File: config.mk
export PLATFORM = sky130hd
export DESIGN_NAME = tohost_monitor
export DESIGN_NICKNAME = d
export VERILOG_FILES = /design/src/rtl/tohost_monitor.sv
export SDC_FILE = /design/constraint.sdc
export NUM_CORES = 1
export LEC_CHECK = 0
export CORE_AREA = 10 10 114 116
export CTS_CLUSTER_SIZE = 12
export DETAILED_ROUTE_END_ITERATION = 7
export DIE_AREA = 0 0 124 126
export MAX_ROUTING_LAYER = met4
export PLACE_DENSITY = 0.79
export SLEW_MARGIN = 10
export SYNTH_ARGS = -nofsm -noshare
export SYNTH_HDL_FRONTEND = slang
export SYNTH_SLANG_ARGS = --single-unit
File: constraint.sdc
create_clock -name clk_i -period 1.9 [get_ports clk_i]
set_input_delay 0.19 -clock clk_i [delete_from_list [all_inputs] [get_ports clk_i]]
set_output_delay 0.19 -clock clk_i [all_outputs]
set_load 0.01 [all_outputs]
File: src/rtl/tohost_monitor.sv
// rtl/tohost_monitor.sv - end-of-test monitor: tohost store / ecall exit decode with cycle budget
// Sticky pass/fail/timeout status for riscv-tests style self-checking programs.
module tohost_monitor #(
   parameter int                DATA_W      = 32,
   parameter int                ADDR_W      = 32,
   parameter logic [ADDR_W-1:0] TOHOST_ADDR = ADDR_W'(32'h8000_1000),
   parameter int                MAX_TICKS   = 100000,
   parameter int                CNT_W       = $clog2(MAX_TICKS + 1),
   parameter bit                ECALL_EN    = 1'b1
) (
   input  logic                clk_i,
   input  logic                rstn_i,
   input  logic                start_i,
   input  logic [ADDR_W-1:0]   dmem_addr_i,
   input  logic [DATA_W/8-1:0] dmem_wsel_byte_i,
   input  logic [DATA_W-1:0]   dmem_wdata_i,
   input  logic                trap_i,
   input  logic [DATA_W-1:0]   gp_i,
   input  logic [DATA_W-1:0]   a7_i,
   input  logic [DATA_W-1:0]   a0_i,
   output logic                running_o,
   output logic                done_o,
   output logic                pass_o,
   output logic                fail_o,
   output logic                timeout_o,
   output logic [DATA_W-2:0]   fail_code_o,
   output logic [CNT_W-1:0]    ticks_o
);

   typedef enum logic [2:0] {
      S_IDLE    = 3'd0,
      S_RUN     = 3'd1,
      S_PASS    = 3'd2,
      S_FAIL    = 3'd3,
      S_TIMEOUT = 3'd4
   } state_e;

   localparam logic [CNT_W-1:0]  TICKS_MAX  = CNT_W'(MAX_TICKS);
   localparam logic [CNT_W-1:0]  TICKS_LAST = CNT_W'(MAX_TICKS - 1);
   localparam logic [DATA_W-1:0] A7_EXIT    = DATA_W'(93);
   localparam logic [DATA_W-1:0] ONE_W      = DATA_W'(1);

   state_e            state_q, state_d;
   logic [CNT_W-1:0]  ticks_q, ticks_d;
   logic [DATA_W-2:0] code_q, code_d;

   logic tohost_hit;
   logic tohost_pass;
   logic ecall_hit;
   logic ecall_pass;
   logic timeout_hit;
   logic addr_lsb_unused;

   // The word compare ignores the byte offset so sub-word stores to tohost still count.
   assign tohost_hit  = (|dmem_wsel_byte_i)
                     && (dmem_addr_i[ADDR_W-1:2] == TOHOST_ADDR[ADDR_W-1:2])
                     && dmem_wdata_i[0];
   assign tohost_pass = (dmem_wdata_i == ONE_W);
   assign ecall_hit   = ECALL_EN && trap_i && (a7_i == A7_EXIT);
   assign ecall_pass  = (a0_i == '0) && (gp_i == ONE_W);
   assign timeout_hit = (ticks_q == TICKS_LAST);
   assign addr_lsb_unused = ^dmem_addr_i[1:0];

   always_ff @(posedge clk_i or negedge rstn_i) begin
      if (!rstn_i) begin
         state_q <= S_IDLE;
         ticks_q <= '0;
         code_q  <= '0;
      end else begin
         state_q <= state_d;
         ticks_q <= ticks_d;
         code_q  <= code_d;
      end
   end

   always_comb begin
      state_d = state_q;
      ticks_d = ticks_q;
      code_d  = code_q;
      case (state_q)
         S_RUN: begin
            ticks_d = (ticks_q == TICKS_MAX) ? ticks_q : ticks_q + CNT_W'(1);
            if (start_i) begin
               ticks_d = '0;
               code_d  = '0;
            end else if (tohost_hit) begin
               if (tohost_pass) begin
                  state_d = S_PASS;
               end else begin
                  state_d = S_FAIL;
                  code_d  = dmem_wdata_i[DATA_W-1:1];
               end
            end else if (ecall_hit) begin
               if (ecall_pass) begin
                  state_d = S_PASS;
               end else begin
                  state_d = S_FAIL;
                  code_d  = gp_i[DATA_W-1:1];
               end
            end else if (timeout_hit) begin
               state_d = S_TIMEOUT;
            end
         end
         default: begin
            // IDLE and all terminal states only leave on a fresh start.
            if (start_i) begin
               state_d = S_RUN;
               ticks_d = '0;
               code_d  = '0;
            end
         end
      endcase
   end

   always_comb begin
      running_o   = (state_q == S_RUN);
      pass_o      = (state_q == S_PASS);
      fail_o      = (state_q == S_FAIL);
      timeout_o   = (state_q == S_TIMEOUT);
      done_o      = pass_o || fail_o || timeout_o;
      fail_code_o = (state_q == S_FAIL) ? code_q : '0;
      ticks_o     = ticks_q;
   end

endmodule

# [Word-level counts from Yosys, hierarchy flattened]
# Cells that the tools add are included.
[op_classes] n_addsub=1 n_eq_ne=14 muxes=20 n_reduce_logical=14
[op_table] operator="$mux W31" n=8
[op_table] operator="$mux W17" n=4
[op_table] operator="$eq A32 B1 Y1 const B" n=2
[op_table] operator="$eq A17 B17 Y1 const B" n=2
[op_table] operator="$eq A32 B7 Y1 const B" n=1
[op_table] operator="$logic_not A32 Y1" n=1
[op_table] operator="$eq A30 B30 Y1 const B" n=1
[op_table] operator="$mux W3" n=6
[op_table] operator="$add A17 B1 Y17 const B" n=1
[op_table] operator="$eq A3 B2 Y1 const B" n=2
[op_table] operator="$ne A3 B3 Y1 const B" n=2
[op_table] operator="$logic_and A1 B1 Y1" n=4
[op_table] operator="$ne A2 B2 Y1 const B" n=2
[op_table] operator="$reduce_and A4 Y1" n=1
[op_table] operator="$reduce_bool A4 Y1" n=1
[op_table] operator="$reduce_or A4 Y1" n=1
[op_table] operator="$eq A3 B1 Y1 const B" n=1
[op_table] operator="$eq A3 B3 Y1 const B" n=1
[op_table] operator="$reduce_and A3 Y1" n=1
[op_table] operator="$reduce_bool A3 Y1" n=1
[op_table] operator="$logic_or A1 B1 Y1" n=2
[op_table] operator="$mux W1" n=2
[op_table] operator="$reduce_and A2 Y1" n=1
[op_table] operator="$reduce_bool A2 Y1" n=1
[totals] regBits=51 in_bits=168 output_inout_bits=53 elab_cells=52

# [Logic depth before layout (Yosys ltp)]
# Gate-level depths: netlist of run 1.
[depth] ltp_word=7 mapped_depth=8 ltp_nobuf=7

# [Worst setup path after synthesis of run 1]
# Ideal clock, no wire load.
[synth_path] kind="in2reg" startpoint="input port dmem_addr_i[14]" endpoint="register code_q[1]" setup_time_ns=0.079 arrival_time_ns=1.804 required_time_ns=1.821 path_slack_ns=0.017 cell_stages=8 path_buffers=2 path_cell_list="nor4_1 > nand4_1 > nor4_4 > o21a_1 > o211a_1 > buf_2 > buf_6 > mux2i_1"
[synth_between] elab_chain_len=6 elab_cells_between_ends=10 classes_between="eq/ne: 3; mux: 3; reduce/logical: 4"
[synth_rtl] item="start, declared" line_no="14" source="input logic [ADDR_W-1:0] dmem_addr_i,"
[synth_rtl] item="$eq A30 B30 Y1 (*)" line_no="56" source="&& (dmem_addr_i[ADDR_W-1:2] == TOHOST_ADDR[ADDR_W-1:2])"
[synth_rtl] item="$logic_and A1 B1 Y1 (*)" line_no="56"
[synth_rtl] item="$logic_and A1 B1 Y1 (*)" line_no="57" source="&& dmem_wdata_i[0];"
[synth_rtl] item="$mux W31" line_no="86" source="end else if (tohost_hit) begin"
[synth_rtl] item="$mux W31" line_no="83" source="if (start_i) begin"
[synth_rtl] item="$mux W31" line_no="80" source="case (state_q)"
[synth_rtl] item="end signal, assigned" line_no="72" source="code_q <= code_d;"
[synth_rtl] item="end, declared" line_no="45" source="logic [DATA_W-2:0] code_q, code_d;"
# Every way passes the cells marked *; elsewhere a longest branch is shown, timed or not.
# A chain may end at the register's enable or synchronous reset.

# [Worst setup path after layout of run 1]
[layout_path] startpoint="input port a0_i[2]" endpoint="register code_q[29]"
[layout_between] elab_chain_len=4
[layout_rtl] item="start, declared" line_no="20" source="input logic [DATA_W-1:0] a0_i,"
[layout_rtl] item="$logic_not A32 Y1" line_no="60" source="assign ecall_pass = (a0_i == '0) && (gp_i == ONE_W);"
[layout_rtl] item="$logic_and A1 B1 Y1" line_no="60"
[layout_rtl] item="$ne A3 B3 Y1 (no source line)"
[layout_rtl] item="$reduce_and A4 Y1 (no source line)"
# Every way passes these cells.

==> impl_metrics.py, run 1 <==
metrics = {
    "floorplanning": {
        "die_y_um": 126,
        "core_sq_um": 10700,
        "start_util_pct": 33.2,
        "dieArea_sq_um": 15600,
        "row_count": 38,
        "io-pin-count": 221,
        "fp.dieW_um": 124,
    },
    "setup_path": {
        "crit_arrival_ps": 2240,
        "crit_type": "primary input to flip-flop",
        "critPathRequiredTime_ps": 2120,
        "timing.rr.end": "ticks_o[11]$_DFFE_PN0P_",
        "r2r_start": "ticks_o[0]$_DFFE_PN0P_",
        "crit_fanout": 7,
        "cp-end-kind": "flip-flop",
        "r2r_setup_slack_ps": 90,
        "crit_path_start_kind": "primary input",
        "r2r_cells": 9,
    },
    "global_route": {
        "grt_antenna_before_repair": 2,
        "grt-ovfl-total": 0,
        "track_usage_pct": 21.4,
        "first_global_vias": 4490,
        "grt_pass1_wl_um": 25700,
        "grt_max_degree": 52,
    },
    "synth": {
        "yosysWarnings": 0,
        "synth_edf_count": 0,
        "synthFlopType": "dfrtp_1",
        "synth_cell_types": 36,
        "ys_seq_area_share_pct": 35.9,
        "syn_nets": 566,
        "ys_seq_elements": 51,
        "synth_area_sq_um": 3560,
        "synthCells": 396,
        "synth_area_per_cell_sq_um": 8.98,
        "synthArstFlopShare_pct": 100,
    },
    "detailed_routing": {
        "wirelength_um": 17500,
        "firstDrtPassIters": 5,
        "vias": 4208,
        "first_iter_violations": 178,
        "avgRoutedWirePerCell_um": 21.4,
        "viasPerCell": 5.16,
        "antenna_left": 0,
        "drc_errors": 0,
    },
    "timing": {
        "slew_viol_final": 0,
        "skew_ps": 9.78,
        "clock.fmax_mhz": 496,
        "tightest_slew_ps": 672,
        "final.min_clock_period_ps": 2020,
        "finalWorstSetupSlack_ps": -118,
        "hold_slack_ps": -13.9,
        "tns_ps": -2510,
        "slew_headroom_pct": 55.2,
        "setup_violations": 32,
        "rsz0062_at_grt": "true",
        "hold_violations": 11,
        "fin_crit_sh_pct": 106,
    },
    "cts": {
        "cts_buffer_depth": 2,
        "clk_pin_slew_ps": 90,
        "numCtsBuffers": 5,
        "cts_htree_levels": 2,
        "clk_latency_ps": 300,
        "cts.sinks": 51,
        "cts_root_buffer": "clkbuf_8",
        "cts_tree": "built",
    },
    "power": {
        "p_comb_share_pct": 25.8,
        "seq_power_share_pct": 48.0,
        "pwr-share-clk_pct": 26.2,
        "power_leakage_nw": 3.28,
        "p_per_area_nw_per_um2": 336,
        "switching_share_pct": 25.7,
        "internal_power_w": 0.00169,
        "peakVddDrop_uv": 252,
        "p_sw_w": 0.000587,
    },
    "placed_design": {
        "port_buffers": 218,
        "dp_hpwl_um": 13700,
        "gp_congestion": 0.946,
        "pre_cts_slack_ps": -856,
    },
    "run_status": {
        "violations": "negative hold slack, negative setup slack",
        "status": "finished, violations left",
    },
    "cells_and_area": {
        "mostFrequentLayoutCell": "dlygate4sd2_1",
        "nets": 843,
        "final_cell_mix": "dlygate4sd2_1, clkdlybuf4s50_1, buf_4, dfrtp_1, nand2_1",
        "syn_to_final_growth_pct": 90.8,
        "drive_gt1_share_pct": 25.0,
    },
    "flow_run": {
        "maxCapViolCount": 0,
    },
    "min_path": {
        "hp-class": "primary input to async pin",
    },
}
[area by class of cell]
cell class / count / area [sq um]
fill: 935 / 3910
inverter: 7 / 26.3
antenna: 3 / 7.51
sequential: 51 / 1280
timing repair buffer: 291 / 2760
clock buffer: 6 / 72.6
tap: 140 / 175
multi-input combinational: 317 / 2470
[flip-flops by register name, summed over array words and instances, names as in the netlist]
name     flops
code_q      31
ticks_o     17
state_q      3
[how the worst max path moves through the flow]
| stage | startpoint | endpoint | slack (ps) |
|---|---|---|---|
| global placement | gp_i[10] | code_q[17]$_DFFE_PN0P_ | -890 |
| CTS | state_q[2]$_DFFE_PN0P_ | fail_code_o[12] | -160 |
| floorplan | dmem_addr_i[14] | code_q[1]$_DFFE_PN0P_ | 20 |
| global route | gp_i[25] | code_q[29]$_DFFE_PN0P_ | -230 |
| detailed placement | gp_i[10] | code_q[29]$_DFFE_PN0P_ | -860 |
| finish | a0_i[2] | code_q[29]$_DFFE_PN0P_ | -120 |
[synth_stat cells (3+ instances only)]
| cell | instances | area [sq um] |
|---|---|---|
| a21oi_1 | 3 | 15.0 |
| and2_1 | 31 | 194 |
| and3_1 | 3 | 18.8 |
| buf_2 | 4 | 20.0 |
| buf_6 | 3 | 33.8 |
| clkbuf_1 | 14 | 52.6 |
| dfrtp_1 | 51 | 1280 |
| inv_1 | 7 | 26.3 |
| mux2_2 | 31 | 349 |
| mux2i_1 | 33 | 330 |
| nand2_1 | 41 | 154 |
| nand2b_1 | 38 | 238 |
| nand3_1 | 9 | 45.0 |
| nand4_1 | 14 | 87.6 |
| nor2_1 | 20 | 75.1 |
| nor3_1 | 9 | 45.0 |
| nor4_1 | 34 | 213 |
| nor4b_1 | 5 | 43.8 |
| o21ai_0 | 16 | 80.1 |
| or3_1 | 5 | 31.3 |
| xnor2_1 | 4 | 35.0 |
[through the flow]
step                      power [W]  hold WS (ps)  cell area [sq um]  std cells  utilization [%]
final                       0.00228         -13.9               6790        815             63.4
after detailed placement    0.00173           357               6340        800             59.3
after CTS                   0.00229          23.5               6590        810             61.6
after global placement      0.00172           345               6340        800             59.3
after floorplan             0.00123          -106               3560        396                -
after global routing        0.00237          56.7               6780        814             63.4
[worst max-delay path, cell delays in order]
cell and delay [ps]:
clkdlybuf4s50_1 410, nor4_1 280, nand4_1 260, nor4_4 350
nor2_2 80, o211a_4 320, buf_12 170, mux2i_2 180
[power groups by stage]
stage	registers, W	clock network [W]	logic, W
6_report	0.00109	0.000597	0.000588
4_1_cts	0.00109	0.000610	0.000584
3_3_place_gp	0.00112	0	0.000607
5_1_grt	0.00110	0.000645	0.000628
3_5_place_dp	0.00112	0	0.000615
2_1_floorplan	0.00112	0	0.000111
[what timing repair did]
action / 4_1_cts / 5_1_grt
endpoints found under the setup margin: 70 / 54
pin swaps: 44 / 34
setup buffers: 4 / 3
resized for setup: 174 / 83
cloned: 3 / 0
hold buffers: 0 / 0
[cells by family after synthesis]
kind of cell,share of synthesized area (%)
flops,35.9
fa+ha+maj,0.704
mux,19.1
xor+xnor,0.985
compound gates,5.03
buf+inv,3.73
simple gates,34.6
[routing by layer]
metal / global-route usage, % / part of all wire, %
met3: 5.09 / 7.9
met4: 4.07 / 1.9
met1: 23.4 / 39
met5: - / 0
met2: 38.3 / 52
Note: power is estimated with default switching activity, not from simulation.
==> run 2: changes to the inputs <==
==> constraint.sdc (replaced) <==
create_clock -name clk_i -period 1.6 [get_ports clk_i]
set_input_delay 0.16 -clock clk_i [delete_from_list [all_inputs] [get_ports clk_i]]
set_output_delay 0.16 -clock clk_i [all_outputs]
set_load 0.01 [all_outputs]
==> run 2 against run 1 <==
- the flow finishes with violations (negative setup slack)
- clock-buffer cell count unchanged
- register-to-register slack worse by 200 ps
- non-clock buffer count up 35
- clock power up 61%
- first-iteration DRC count up 26%
- critical path depth up 2
- sequential share of layout area down 1.5 points
- cell area up 8.9%
- worst hold slack better by 220 ps
- final cell count up 4.2%
- critical endpoint is now code_q[22]$_DFFE_PN0P_
- largest power group unchanged
==> impl_metrics.py, run 2 (same netlist as run 1, synthesis figures left out) <==
metrics = {
    "run_status": {
        "status": "finished, violations left",
        "violations": "negative setup slack",
    },
    "setup_path": {
        "path_cells": "dlygate4sd2_1 -> nor3_2 -> nand2_1 -> nor4_4 -> buf_6 -> o21a_1 -> o211a_4 -> buf_12 -> buf_12 -> mux2i_1",
        "critPathRequiredTime_ps": 1830,
        "r2r_cells": 7,
        "timing.rr.end": "ticks_o[9]$_DFFE_PN0P_",
        "crit_arrival_ps": 2020,
        "slowest_stage": "nor4_4",
        "crit_path_start_kind": "primary input",
        "r2r_setup_slack_ps": -110,
        "critPathMaxStageDelay_ps": 310,
        "r2r_start": "ticks_o[13]$_DFFE_PN0P_",
        "cp-end-kind": "flip-flop",
        "crit_type": "primary input to flip-flop",
        "crit_family": "buffers and inverters",
        "crit_buf_inv": 4,
        "crit_top_cell": "buf_12",
        "crit_fanout": 6,
    },
    "cts": {
        "clk_latency_ps": 320,
        "cts_root_buffer": "clkbuf_8",
        "cts_tree": "built",
        "cts_buffer_depth": 2,
        "clk_pin_slew_ps": 90,
        "numCtsBuffers": 5,
        "cts.sinks": 51,
        "cts_htree_levels": 2,
    },
    "timing": {
        "clock.fmax_mhz": 559,
        "slew_headroom_pct": 77.7,
        "fin_crit_sh_pct": 112,
        "tightest_slew_ps": 335,
        "final.min_clock_period_ps": 1790,
        "rsz0062_at_grt": "true",
        "setup_violations": 71,
        "slew_viol_final": 0,
        "tns_ps": -6900,
        "skew_ps": 12.5,
        "hold_violations": 0,
        "finalWorstSetupSlack_ps": -190,
    },
    "detailed_routing": {
        "firstDrtPassIters": 4,
        "vias": 4388,
        "avgRoutedWirePerCell_um": 21.3,
        "drc_errors": 0,
        "viasPerCell": 5.17,
        "wirelength_um": 18100,
        "antenna_left": 0,
        "first_iter_violations": 224,
    },
    "cells_and_area": {
        "nets": 878,
        "finalNonFillerCells": 849,
        "drive_gt1_share_pct": 46.4,
        "diodes": 0,
        "multiInputGateArea_sq_um": 2750,
        "largest_register": "code_q",
        "regArea_sq_um": 1280,
        "fin_util_pct": 69.1,
        "syn_to_final_growth_pct": 108,
        "mostFrequentLayoutCell": "dlygate4sd2_1",
        "fill_cells": 853,
        "largest_reg_flops": 31,
        "final_cell_mix": "dlygate4sd2_1, buf_4, buf_6, dfrtp_1, nand2_1",
    },
    "floorplanning": {
        "fp.dieW_um": 124,
        "core_sq_um": 10700,
        "start_util_pct": 33.2,
        "row_count": 38,
        "io-pin-count": 221,
        "dieArea_sq_um": 15600,
        "die_y_um": 126,
    },
    "min_path": {
        "hp-class": "primary input to async pin",
    },
    "global_route": {
        "grt_max_degree": 26,
        "grt-ovfl-total": 0,
        "grt_antenna_before_repair": 0,
        "first_global_vias": 4711,
        "track_usage_pct": 22.1,
        "grt_pass1_wl_um": 26800,
    },
    "power": {
        "power_leakage_nw": 3.45,
        "p_per_area_nw_per_um2": 401,
        "peakVddDrop_uv": 358,
    },
    "placed_design": {
        "pre_cts_slack_ps": -1040,
        "gp_congestion": 0.888,
        "dp_cells": 814,
        "port_buffers": 218,
        "dp_hpwl_um": 13300,
    },
    "flow_run": {
        "maxCapViolCount": 0,
    },
}
## run 2: area by class of cell
class	instances	area share, %
clock inverter	2	0.474
tap	140	2.37
multi-input combinational	317	37.2
sequential	51	17.3
clock buffer	6	1.12
timing repair buffer	326	41.1
inverter	7	0.389
## run 2: per-stage QoR
stage	hold WS (ps)	power [W]	cell area, sq um
CTS	206	0.00295	7120
global route	229	0.00307	7390
floorplan	-136	0.00147	3640
detailed placement	-0.276	0.00206	6520
global placement	1.70	0.00205	6520
finish	205	0.00296	7390
## run 2: layer usage
layer | global-route usage (%) | share of wire [%]
met1 | 25.0 | 38
met3 | 4.69 | 8.1
met4 | 3.32 | 1.6
met2 | 39.6 | 53
met5 | - | 0
## run 2: where the power goes
group | internal [W] | switching [W] | total (W) | leakage (nW)
combinational | 0.000403 | 0.000293 | 0.000696 | 2.68
sequential | 0.00130 | 0.0000108 | 0.00131 | 0.701
clock | 0.000507 | 0.000455 | 0.000962 | 0.0612
## run 2: how the worst max path moves through the flow
stage / start / to / slack (ps) / cells after the start
2_1_floorplan: dmem_addr_i[26] / code_q[10]$_DFFE_PN0P_ / -150 / 7
3_3_place_gp: gp_i[6] / code_q[0]$_DFFE_PN0P_ / -980 / 10
3_5_place_dp: gp_i[6] / code_q[19]$_DFFE_PN0P_ / -1040 / 10
4_1_cts: gp_i[13] / code_q[22]$_DFFE_PN0P_ / -180 / 10
5_1_grt: dmem_addr_i[29] / code_q[25]$_DFFE_PN0P_ / -280 / 10
6_report: dmem_addr_i[20] / code_q[22]$_DFFE_PN0P_ / -190 / 10
## run 2: timing repair
action                     CTS  global route
hold buffers                 1             0
gates cloned                 8             1
buffers inserted            19             5
pin swaps                   84            54
resized for setup          469           155
setup endpoints to repair   82            94
hold endpoints to repair    51             0
